**src/rtl/cpu_step_ctrl_if.sv**
```systemverilog
// rtl/cpu_step_ctrl_if.sv - button, mode and CPU-side signals of the step controller
interface cpu_step_ctrl_if #(
  parameter int CNT_W = 32
);
  logic             btn_step;
  logic             btn_run;
  logic [1:0]       mode;
  logic [7:0]       burst_len;
  logic [31:0]      pc;
  logic [31:0]      bp_addr;
  logic             cpu_ce;
  logic             busy;
  logic             halted;
  logic [2:0]       state;
  logic [CNT_W-1:0] step_cnt;

  modport master (
    input  btn_step, btn_run, mode, burst_len, pc, bp_addr,
    output cpu_ce, busy, halted, state, step_cnt
  );

  modport slave (
    output btn_step, btn_run, mode, burst_len, pc, bp_addr,
    input  cpu_ce, busy, halted, state, step_cnt
  );
endinterface

```
**src/rtl/cpu_step_ctrl.sv**
```systemverilog
// rtl/cpu_step_ctrl.sv - CPU clock-enable sequencer: single-step, burst, prescaled free-run
// Optional PC breakpoint halt enabled by defining CPU_BREAKPOINT_EN.
module cpu_step_ctrl #(
  parameter int DIV   = 50_000_000,
  parameter int CNT_W = 32
) (
  input  logic            clk_100MHz,
  input  logic            rst,
  cpu_step_ctrl_if.master bus
);
  localparam int PW = $clog2(DIV);

  typedef enum logic [2:0] {
    S_IDLE  = 3'd0,
    S_STEP  = 3'd1,
    S_BURST = 3'd2,
    S_RUN   = 3'd3,
    S_HALT  = 3'd4
  } state_e;

  state_e           state_q, state_d;
  logic             cpu_ce_q, cpu_ce_d;
  logic [CNT_W-1:0] step_cnt_q, step_cnt_d;
  logic [PW-1:0]    presc_q, presc_d;
  logic [8:0]       burst_q, burst_d;
  logic             btn_step_q, btn_step_d;
  logic             btn_run_q, btn_run_d;
  logic             step_edge, run_edge;
  logic             bp_hit;

`ifdef CPU_BREAKPOINT_EN
  assign bp_hit     = (bus.pc == bus.bp_addr);
  assign bus.halted = (state_q == S_HALT);
`else
  logic unused_bp;
  assign unused_bp  = ^{bus.pc, bus.bp_addr};
  assign bp_hit     = 1'b0;
  assign bus.halted = 1'b0;
`endif

  always_comb begin
    step_edge  = bus.btn_step & ~btn_step_q;
    run_edge   = bus.btn_run & ~btn_run_q;
    state_d    = state_q;
    cpu_ce_d   = 1'b0;
    presc_d    = presc_q;
    burst_d    = burst_q;
    btn_step_d = bus.btn_step;
    btn_run_d  = bus.btn_run;
    step_cnt_d = step_cnt_q + CNT_W'(cpu_ce_q);

    // cpu_ce_d is the pulse decision; the pulse itself appears one cycle later
    unique case (state_q)
      S_IDLE: begin
        if (step_edge) begin
          if (bus.mode == 2'b01) begin
            state_d = S_BURST;
            burst_d = (bus.burst_len == 8'd0) ? 9'd256 : {1'b0, bus.burst_len};
          end else if (bus.mode != 2'b10) begin
            state_d = S_STEP;
          end
        end else if (run_edge && bus.mode == 2'b10) begin
          state_d = S_RUN;
          presc_d = '0;
        end
      end
      S_STEP: begin
        cpu_ce_d = 1'b1;
        state_d  = S_IDLE;
      end
      S_BURST: begin
        if (bp_hit) begin
          state_d = S_HALT;
        end else begin
          cpu_ce_d = 1'b1;
          burst_d  = burst_q - 9'd1;
          if (burst_q == 9'd1) state_d = S_IDLE;
        end
      end
      S_RUN: begin
        if (run_edge) begin
          state_d = S_IDLE;
        end else if (presc_q == PW'(DIV - 1)) begin
          presc_d = '0;
          if (bp_hit) state_d = S_HALT;
          else        cpu_ce_d = 1'b1;
        end else begin
          presc_d = presc_q + PW'(1);
        end
      end
      S_HALT: begin
        if (step_edge)     state_d = S_STEP;
        else if (run_edge) state_d = S_IDLE;
      end
      default: state_d = S_IDLE;
    endcase
  end

  always_ff @(posedge clk_100MHz) begin
    if (rst) begin
      state_q    <= S_IDLE;
      cpu_ce_q   <= 1'b0;
      step_cnt_q <= '0;
      presc_q    <= '0;
      burst_q    <= '0;
      btn_step_q <= 1'b1;
      btn_run_q  <= 1'b1;
    end else begin
      state_q    <= state_d;
      cpu_ce_q   <= cpu_ce_d;
      step_cnt_q <= step_cnt_d;
      presc_q    <= presc_d;
      burst_q    <= burst_d;
      btn_step_q <= btn_step_d;
      btn_run_q  <= btn_run_d;
    end
  end

  // Masking with rst keeps a pending pulse off the core during the reset cycle
  assign bus.cpu_ce   = cpu_ce_q & ~rst;
  assign bus.busy     = (state_q == S_BURST) || (state_q == S_RUN);
  assign bus.state    = state_q;
  assign bus.step_cnt = step_cnt_q;
endmodule
```
**src/flat_wrapper.sv**
```systemverilog
// flat-port wrapper written by rule: the top's interface ports become plain ports
module cpu_step_ctrl_flat 
#(
  parameter int DIV   = 50_000_000,
  parameter int CNT_W = 32
)
  (clk_100MHz, rst, bus_btn_step, bus_btn_run, bus_mode, bus_burst_len, bus_pc, bus_bp_addr, bus_cpu_ce, bus_busy, bus_halted, bus_state, bus_step_cnt);
  cpu_step_ctrl_if #(.CNT_W(CNT_W)) bus_i ();
  input  logic clk_100MHz;
  input  logic rst;
  input wire logic [$bits(bus_i.btn_step)-1:0] bus_btn_step;
  input wire logic [$bits(bus_i.btn_run)-1:0] bus_btn_run;
  input wire logic [$bits(bus_i.mode)-1:0] bus_mode;
  input wire logic [$bits(bus_i.burst_len)-1:0] bus_burst_len;
  input wire logic [$bits(bus_i.pc)-1:0] bus_pc;
  input wire logic [$bits(bus_i.bp_addr)-1:0] bus_bp_addr;
  output wire logic [$bits(bus_i.cpu_ce)-1:0] bus_cpu_ce;
  output wire logic [$bits(bus_i.busy)-1:0] bus_busy;
  output wire logic [$bits(bus_i.halted)-1:0] bus_halted;
  output wire logic [$bits(bus_i.state)-1:0] bus_state;
  output wire logic [$bits(bus_i.step_cnt)-1:0] bus_step_cnt;
  assign bus_i.btn_step = bus_btn_step;
  assign bus_i.btn_run = bus_btn_run;
  assign bus_i.mode = bus_mode;
  assign bus_i.burst_len = bus_burst_len;
  assign bus_i.pc = bus_pc;
  assign bus_i.bp_addr = bus_bp_addr;
  assign bus_cpu_ce = bus_i.cpu_ce;
  assign bus_busy = bus_i.busy;
  assign bus_halted = bus_i.halted;
  assign bus_state = bus_i.state;
  assign bus_step_cnt = bus_i.step_cnt;
  cpu_step_ctrl #(.DIV(DIV), .CNT_W(CNT_W)) u_core (.clk_100MHz(clk_100MHz), .rst(rst), .bus(bus_i));
endmodule
```
**config.mk**
```make
export PLATFORM = sky130hd
export DESIGN_NAME = cpu_step_ctrl_flat
export DESIGN_NICKNAME = d
export VERILOG_FILES = /design/src/rtl/cpu_step_ctrl_if.sv /design/src/rtl/cpu_step_ctrl.sv /design/src/flat_wrapper.sv
export SDC_FILE = /design/constraint.sdc
export NUM_CORES = 1
export LEC_CHECK = 0
export BUFFER_PORTS_ARGS = -buffer_cell sky130_fd_sc_hd__buf_2
export CAP_MARGIN = 10
export CORE_ASPECT_RATIO = 1.5
export CORE_MARGIN = 5
export CORE_UTILIZATION = 25
export DETAILED_ROUTE_END_ITERATION = 7
export GPL_ROUTABILITY_DRIVEN = 0
export PLACE_DENSITY = 0.46
export SLEW_MARGIN = 15
export SYNTH_ARGS = -nofsm -noshare
export SYNTH_HDL_FRONTEND = slang
export SYNTH_SLANG_ARGS = --single-unit
```
**constraint.sdc**
```tcl
create_clock -name clk_100MHz -period 2.8 [get_ports clk_100MHz]
set_input_delay 0 -clock clk_100MHz [delete_from_list [all_inputs] [get_ports clk_100MHz]]
set_output_delay 0 -clock clk_100MHz [all_outputs]
set_load 0.02 [all_outputs]
```
==> results of run 1 <==
## through the flow
step           instance area [µm²]  hold slack (ps)
3_5_place_dp                  4120              223
3_3_place_gp                  4120              220
4_1_cts                       4460             33.6
6_report                      4460             44.2
5_1_grt                       4460             64.8
2_1_floorplan                 3650              107
## cell families after synthesis
| logic type | Yosys count | synth area share, % |
|---|---|---|
| flip-flops | 73 | 40.0 |
| buffers and inverters | 29 | 3.29 |
| XOR/XNOR | 36 | 8.64 |
| AO/OA/AOI/OAI | 85 | 14.1 |
| AND/OR/NAND/NOR | 219 | 32.1 |
| other | 1 | 0.103 |
| adder cells (fa/ha/maj) | 5 | 1.71 |
## state kept, by name (all words and copies together) (netlist names)
name                 cells
u_core.btn_step_q        1
u_core.bus.state         3
u_core.btn_run_q         1
u_core.cpu_ce_q          1
u_core.bus.step_cnt     32
u_core.burst_q           9
u_core.presc_q          26
## placed cells by master (no fill, tap or decap), types with 5 or more instances in the layout
| cell | count |
|---|---|
| nor2b_1 | 10 |
| and4_1 | 5 |
| ha_1 | 5 |
| nor4_1 | 12 |
| inv_1 | 9 |
| a31oi_1 | 5 |
| o31ai_1 | 7 |
| nor2_1 | 56 |
| dfxtp_1 | 73 |
| nand3_1 | 23 |
| nor3_1 | 10 |
| nand4_1 | 17 |
| xor2_1 | 13 |
| or4_1 | 8 |
| or2_2 | 6 |
| nand2_1 | 33 |
| or3_1 | 12 |
| clkbuf_16 | 9 |
| buf_2 | 50 |
| xnor2_1 | 23 |
| a21oi_1 | 35 |
| buf_4 | 8 |
| o21ai_0 | 19 |
| a211oi_1 | 5 |
## worst max-delay path, stage by stage (launching register included)
cell	delay (ps)
dfxtp_1	520
nor3_2	160
a2111oi_2	530
nand3_1	130
buf_4	200
or4_1	470
a21oi_1	140
## final cells by class
| class | instances | area (µm²) |
|---|---|---|
| Sequential cell | 73 | 1460 |
| Multi-Input combinational cell | 346 | 2070 |
| Clock buffer | 9 | 225 |
| Inverter | 9 | 33.8 |
| Tap cell | 196 | 245 |
| Clock inverter | 7 | 71.3 |
| Timing Repair Buffer | 62 | 350 |
| Fill cell | 1563 | 10000 |
## where the power goes
| group | total (mW) | switching, mW | internal [mW] | leakage [nW] |
|---|---|---|---|---|
| combinational | 0.586 | 0.355 | 0.230 | 0.832 |
| sequential | 1.18 | 0.0720 | 1.11 | 0.590 |
| clock | 1.14 | 0.448 | 0.689 | 0.149 |
## worst max path at each step
stage,startpoint,end,cells past startpoint
after floorplan,u_core.bus.step_cnt[10]$_SDFF_PP0_,u_core.bus.step_cnt[31]$_SDFF_PP0_,5
after global placement,u_core.bus.state[0]$_SDFFE_PP0P_,u_core.presc_q[25]$_SDFFE_PP0P_,6
after detailed placement,u_core.bus.step_cnt[10]$_SDFF_PP0_,u_core.bus.step_cnt[31]$_SDFF_PP0_,5
after CTS,u_core.bus.state[0]$_SDFFE_PP0P_,u_core.presc_q[25]$_SDFFE_PP0P_,6
after global routing,u_core.bus.state[0]$_SDFFE_PP0P_,u_core.presc_q[25]$_SDFFE_PP0P_,6
final,u_core.bus.state[0]$_SDFFE_PP0P_,u_core.presc_q[25]$_SDFFE_PP0P_,6
## routing by layer
layer	vias to the layer above	track usage, %
met5	-	0
met4	0	4.15
met3	9	2.49
met2	62	20.0
met1	1586	12.5
li1	1722	-
==> impl_metrics.ini, run 1 <==
[floorplan]
die-height_um = 158
pin_count = 116
start_util_pct = 25.3
dieArea_um2 = 17200
fp-row-count = 54
fp.coreArea_um2 = 14500
die_w_um = 109

[clocking]
clk_pin_slew_ps = 60
cts_tree = built
clkSinkCount = 73
htreeDepth = 3
cts_resized = 0
insertion_delay_ps = 330
cts_buffers = 9
cts_setup_buffers = 0
clock_path_buffers = 2
root_buffer = clkbuf_16
cts_hold_buf = 4

[timing]
worst_slack_ps = 583
hold_violations = 0
finalMaxSlewViolations = 0
fmax_mhz = 451
min_period_ps = 2220
relSlewSlack_pct = 59.6
finalSetupViolCount = 0
fin_setup_tns_ps = 0
finClkSkew_ps = 7.02
rsz0062_at_grt = false
worst_pin_slew_ps = 601
post-route-period-util_pct = 79.2

[routing]
wl_met3_um = 362
drt-initial-drc-count = 246
vias_per_cell = 4.81
routed_wl_mm = 9.15
met1_length_mm = 4.00
drt_first_pass_iters = 4
wire_per_inst_um = 13.0
topRoutingLayerUsed = met4
route.detailed.drc = 0
final_antenna_net_count = 0
vias = 3379
wl_met2_mm = 4.64

[synth]
synth.most_common_cell = dfxtp_1
yosysWarningCount = 0
async_reset_ff_share_pct = 0
syn_area_um2 = 3650
synth_top_area_share_pct = 40.0
yosys.cell_types.count = 50
ys.flop_type = dfxtp_1
syn-instance-count = 448
synth_nets = 531
synthTopCellsByArea = dfxtp_1 (40%), nor2_1 (5.8%), xnor2_1 (5.5%), a21oi_1 (4.8%), nand2_1 (3.4%)
syn_area_per_cell_um2 = 8.15
synth_seq_cells = 73
synth-edff-count = 0
synth_seq_area_share_pct = 40.0
synth_commonest_cells = dfxtp_1 (73), nor2_1 (56), a21oi_1 (35)
synth_largest_area_cell = dfxtp_1

[placement]
dp_cells = 682
dp_hpwl_mm = 6.74
port_buffers = 50
preCtsSetupSlack_ps = 581

[cells_and_area]
fin_cells = 702
areaGrowthSynthToFinish_pct = 22.1
drive_above_1_share_pct = 17.0
antennaDiodeCount = 0
nets = 584
final_util_pct = 30.8

[critical_path]
rr_worst_depth = 6
start_kind = register
reg2reg_from = u_core.bus.state[0]$_SDFFE_PP0P_
critPathKind = reg -> reg
r2r_slack_ps = 580
r2r_end = u_core.presc_q[25]$_SDFFE_PP0P_
path_max_fanout = 14
crit_required_ps = 3060
crit_arrival_ps = 2470
endpoint_kind = register

[power_and_ir_drop]
power.total_mw = 2.90
ir_drop_uv = 221
power_leakage_nw = 1.57
power_density_nw_per_um2 = 651

[job]
drv_cap = 0

[hold_path]
whs_endpoint = u_core.burst_q[0]$_SDFFE_PP0P_
min_path_cells = 3
min_path_type = in -> reg
hp-start = bus_burst_len[0]

[global_route]
grt_pass1_wl_mm = 15.4
track_usage_pct = 11.0
grt_max_degree = 27
antenna_found_initial = 0
grt_pass1_vias = 3300
grt_remaining_overflow = 0

[outcome]
status = finished, final reports clean
Power figures use the tool's default switching activity.
==> run 2: changes to the inputs <==
--- a/config.mk
+++ b/config.mk
@@ -12,7 +12,7 @@
 export CORE_UTILIZATION = 25
 export DETAILED_ROUTE_END_ITERATION = 7
 export GPL_ROUTABILITY_DRIVEN = 0
-export PLACE_DENSITY = 0.46
+export PLACE_DENSITY = 0.48
 export SLEW_MARGIN = 15
 export SYNTH_ARGS = -nofsm -noshare
 export SYNTH_HDL_FRONTEND = slang
==> constraint.sdc (replaced) <==
create_clock -name clk_100MHz -period 2 [get_ports clk_100MHz]
set_input_delay 0 -clock clk_100MHz [delete_from_list [all_inputs] [get_ports clk_100MHz]]
set_output_delay 0 -clock clk_100MHz [all_outputs]
set_load 0.02 [all_outputs]
==> impl_metrics.ini, run 2 (same netlist as run 1, synthesis figures left out) <==
[outcome]
status = finished, final reports clean

[power_and_ir_drop]
pwr-share-comb_pct = 23.4
power_density_nw_per_um2 = 839
power.total_mw = 4.14
intPower_mw = 2.83
power_leakage_nw = 1.83
ir_drop_uv = 346
p_sw_mw = 1.31
pwr-share-seq_pct = 40.2
pwr-share-clk_pct = 36.4
switching_share_pct = 31.7

[routing]
wire_per_inst_um = 12.8
vias_per_cell = 4.80
drt_first_pass_iters = 4
final_antenna_net_count = 0
drt-initial-drc-count = 138
route.detailed.drc = 0
vias = 3605
routed_wl_mm = 9.65

[timing]
finClkSkew_ps = 9.25
finalSetupViolCount = 0
finalMaxSlewViolations = 0
holdWs_ps = 24.2
worst_pin_slew_ps = 500
hold_violations = 0
fmax_mhz = 507
rsz0062_at_grt = true
min_period_ps = 1970
relSlewSlack_pct = 66.2
post-route-period-util_pct = 98.5

[critical_path]
reg2reg_from = u_core.presc_q[1]$_SDFFE_PP0P_
r2r_slack_ps = 30
critPathSlowestCell = or4_1
rr_worst_depth = 6
crit_family = simple AND/OR/NAND/NOR gates
crit_arrival_ps = 2240
max_stage_delay_ps = 570
critPathKind = reg -> reg
path_max_fanout = 5
path_cells = ha_4 > nand4_1 > or2_4 > nand4b_1 > or4_1 > a21oi_2
endpoint_kind = register
start_kind = register
worst-path-buf-inv = 0
crit_required_ps = 2270
r2r_end = u_core.presc_q[22]$_SDFFE_PP0P_

[floorplan]
fp-row-count = 54
die-height_um = 158
fp.coreArea_um2 = 14500
dieArea_um2 = 17200
start_util_pct = 25.3
pin_count = 116
die_w_um = 109

[cells_and_area]
final_common_cell = dfxtp_1
areaGrowthSynthToFinish_pct = 35.0
nets = 633
design_area_um2 = 4930
fillCellCount = 1553
final_cell_mix = dfxtp_1 (61), nor2_1 (56), buf_4 (56), buf_2 (50), a21oi_1 (34)
final_util_pct = 34.1
antennaDiodeCount = 0
largest_reg_flops = 32
drive_above_1_share_pct = 28.6

[clocking]
clock_path_buffers = 2
cts_buffers = 9
insertion_delay_ps = 340
htreeDepth = 3
clkSinkCount = 73
cts_tree = built
root_buffer = clkbuf_16
clk_pin_slew_ps = 60

[global_route]
grt_max_degree = 32
grt_pass1_vias = 3554
grt_pass1_wl_mm = 16.1
track_usage_pct = 11.7
antenna_found_initial = 0
grt_remaining_overflow = 0

[hold_path]
whs_endpoint = u_core.burst_q[0]$_SDFFE_PP0P_
min_path_type = in -> reg
min_path_cells = 3
hp-start = bus_burst_len[0]

[placement]
dp_hpwl_mm = 7.18
placed_cell_area_um2 = 4500
port_buffers = 50

[job]
drv_cap = 0
==> run 2: power by group through the flow <==
stage	Sequential, mW	Combinational [mW]	Clock, mW
after floorplan	1.67	0.604	0
after global placement	1.67	0.900	0
after detailed placement	1.68	0.907	0
after CTS	1.65	0.939	1.57
after global routing	1.68	1.09	1.63
final	1.66	0.969	1.50
==> run 2: cell type report <==
class | instances | area, µm² | area share (%)
flip-flops and latches | 73 | 1480 | 30.0
clock inverters | 7 | 52.6 | 1.07
multi-input cells | 346 | 2160 | 43.9
clock buffers | 9 | 225 | 4.57
well taps | 196 | 245 | 4.97
repair buffers | 111 | 731 | 14.8
inverters | 9 | 33.8 | 0.685
==> run 2: through the flow <==
stage	worst slack (ps)	setup TNS [ps]	std cells
after floorplan	-29.4	-29.4	448
after global placement	13.4	0	729
after detailed placement	-56.8	-173	729
after CTS	0.0673	0	749
after global routing	-72.7	-144	751
final	29.3	0	751
==> run 2: worst max-delay path by stage <==
stage                                              end  cells after the start                                from
floorplan           u_core.bus.step_cnt[31]$_SDFF_PP0_                      5  u_core.bus.step_cnt[16]$_SDFF_PP0_
global placement       u_core.presc_q[13]$_SDFFE_PP0P_                      6      u_core.presc_q[5]$_SDFFE_PP0P_
detailed placement     u_core.presc_q[15]$_SDFFE_PP0P_                      6      u_core.presc_q[5]$_SDFFE_PP0P_
CTS                    u_core.presc_q[17]$_SDFFE_PP0P_                      6      u_core.presc_q[5]$_SDFFE_PP0P_
global route           u_core.presc_q[22]$_SDFFE_PP0P_                      6      u_core.presc_q[1]$_SDFFE_PP0P_
finish                 u_core.presc_q[22]$_SDFFE_PP0P_                      6      u_core.presc_q[1]$_SDFFE_PP0P_
==> run 2: layer usage <==
metal / track usage [%] / routed length (µm) / vias to the layer above
li1: - / - / 1823
met2: 21.0 / 5140 / 58
met3: 3.14 / 330 / 12
met4: 5.35 / 150 / 0
met5: 0 / 0 / -
met1: 12.8 / 4020 / 1712
==> run 2: what timing repair did <==
item                                    4_1_cts  5_1_grt
setup buffers                                 0        2
pin swaps                                     0       11
endpoints found under the hold margin         4        0
endpoints found under the setup margin       10       19
hold buffers                                  4        0
cloned                                        0        0
gates resized for setup                       5       20
==> run 2: worst min-delay path: stages <==
cell and delay [ps]:
buf_2 110, a21oi_1 120, a221oi_1 80
==> run 3: changes to the inputs <==
--- a/config.mk
+++ b/config.mk
@@ -12,7 +12,7 @@
 export CORE_UTILIZATION = 25
 export DETAILED_ROUTE_END_ITERATION = 7
 export GPL_ROUTABILITY_DRIVEN = 0
-export PLACE_DENSITY = 0.48
+export PLACE_DENSITY = 0.46
 export SLEW_MARGIN = 15
 export SYNTH_ARGS = -nofsm -noshare
 export SYNTH_HDL_FRONTEND = slang
==> constraint.sdc (replaced) <==
create_clock -name clk_100MHz -period 1.99 [get_ports clk_100MHz]
set_input_delay 0 -clock clk_100MHz [delete_from_list [all_inputs] [get_ports clk_100MHz]]
set_output_delay 0 -clock clk_100MHz [all_outputs]
set_load 0.02 [all_outputs]
==> impl_metrics.ini, run 3 (same netlist as run 1, synthesis figures left out) <==
[global_route]
antenna_found_initial = 0
grt_pass1_vias = 3608
grt_max_degree = 27
grt_pass1_wl_mm = 16.2
track_usage_pct = 11.7
grt_remaining_overflow = 0

[routing]
drt-initial-drc-count = 151
vias = 3654
vias_per_cell = 4.82
drt_first_pass_iters = 4
final_antenna_net_count = 0
routed_wl_mm = 9.68
wire_per_inst_um = 12.8
route.detailed.drc = 0

[critical_path]
path_max_fanout = 5
r2r_end = u_core.presc_q[24]$_SDFFE_PP0P_
crit_start = u_core.bus.state[1]$_SDFFE_PP0P_
r2r_slack_ps = 40
crit_required_ps = 2260
reg2reg_from = u_core.bus.state[1]$_SDFFE_PP0P_
endpoint_kind = register
crit_arrival_ps = 2220
worstSetupEndpoint = u_core.presc_q[24]$_SDFFE_PP0P_
start_kind = register
critPathKind = reg -> reg
rr_worst_depth = 6

[timing]
holdWs_ps = 36.5
finClkSkew_ps = 7.48
finalMaxSlewViolations = 0
worst_slack_ps = 39.8
fmax_mhz = 513
post-route-period-util_pct = 98.0
rsz0062_at_grt = true
finalSetupViolCount = 0
hold_violations = 0
min_period_ps = 1950

[cells_and_area]
fillCellCount = 1590
nets = 640
drive_above_1_share_pct = 29.5
areaGrowthSynthToFinish_pct = 36.8
final_util_pct = 34.6
largest_reg_flops = 32
antennaDiodeCount = 0
final_common_cell = dfxtp_1
final_cell_mix = dfxtp_1 (63), buf_4 (62), nor2_1 (56), buf_2 (50)
fin_cells = 758

[floorplan]
dieArea_um2 = 17200
die_w_um = 109
pin_count = 116
fp.coreArea_um2 = 14500
fp-row-count = 54
die-height_um = 158
start_util_pct = 25.3

[clocking]
clkSinkCount = 73
clk_pin_slew_ps = 60
clock_path_buffers = 2
htreeDepth = 3
insertion_delay_ps = 330
root_buffer = clkbuf_16
cts_buffers = 9
cts_tree = built

[placement]
port_buffers = 50
dp_cells = 736
dp_hpwl_mm = 7.32
preCtsSetupSlack_ps = -24.9

[hold_path]
min_path_type = in -> reg

[power_and_ir_drop]
power_density_nw_per_um2 = 831
ir_drop_uv = 324
power_leakage_nw = 1.87

[outcome]
status = finished, final reports clean

[job]
drv_cap = 0
==> run 3: critical path, stage by stage (launching register included) <==
cell and delay (ps):
dfxtp_1 350, nor3_2 350, a22o_4 200, buf_6 100, nand4b_1 180, or4_4 580
a21oi_2 120
==> run 3: report_power, final <==
| group | total [mW] | switching, mW | internal (mW) |
|---|---|---|---|
| Sequential | 1.66 | 0.0975 | 1.56 |
| Combinational | 0.996 | 0.551 | 0.445 |
| Clock | 1.50 | 0.595 | 0.906 |
==> run 3: how the worst min path moves through the flow <==
stage	startpoint	depth (start not counted)	end
final	bus_burst_len[0]	3	u_core.burst_q[0]$_SDFFE_PP0P_
after global routing	bus_burst_len[0]	3	u_core.burst_q[0]$_SDFFE_PP0P_
after CTS	bus_burst_len[0]	3	u_core.burst_q[0]$_SDFFE_PP0P_
after detailed placement	bus_btn_run	2	u_core.btn_run_q$_SDFF_PP1_
after global placement	bus_btn_run	2	u_core.btn_run_q$_SDFF_PP1_
after floorplan	bus_btn_run	1	u_core.btn_run_q$_SDFF_PP1_
==> run 3: layout make-up <==
class	count	area (µm²)	share of cell area (%)
Timing Repair Buffer	118	787	15.8
Clock inverter	3	15.0	0.301
Sequential cell	73	1470	29.5
Inverter	9	33.8	0.676
Multi-Input combinational cell	346	2180	43.7
Clock buffer	13	260	5.21
Tap cell	196	245	4.91
==> run 3: repair_timing <==
item,in CTS,in global routing
resized for setup,1,21
hold buffers,4,0
setup buffers,0,2
pin swaps,3,9
hold endpoints to repair,4,0
endpoints found under the setup margin,5,31
==> run 3: through the flow <==
stage	instance area [µm²]	power (mW)	setup TNS, ps
final	5000	4.15	0
after global routing	5000	4.42	-99.3
after CTS	4870	4.17	0
after detailed placement	4550	2.62	-59.2
after global placement	4550	2.62	-1.02
after floorplan	3670	2.29	-36.6
==> run 3: routing by layer <==
metal	GRT usage (%)	up-vias	share of wire [%]
met2	21.8	66	53
li1	-	1833	-
met5	0	-	0
met4	6.08	0	2.5
met1	12.3	1735	41
met3	2.00	20	3.2
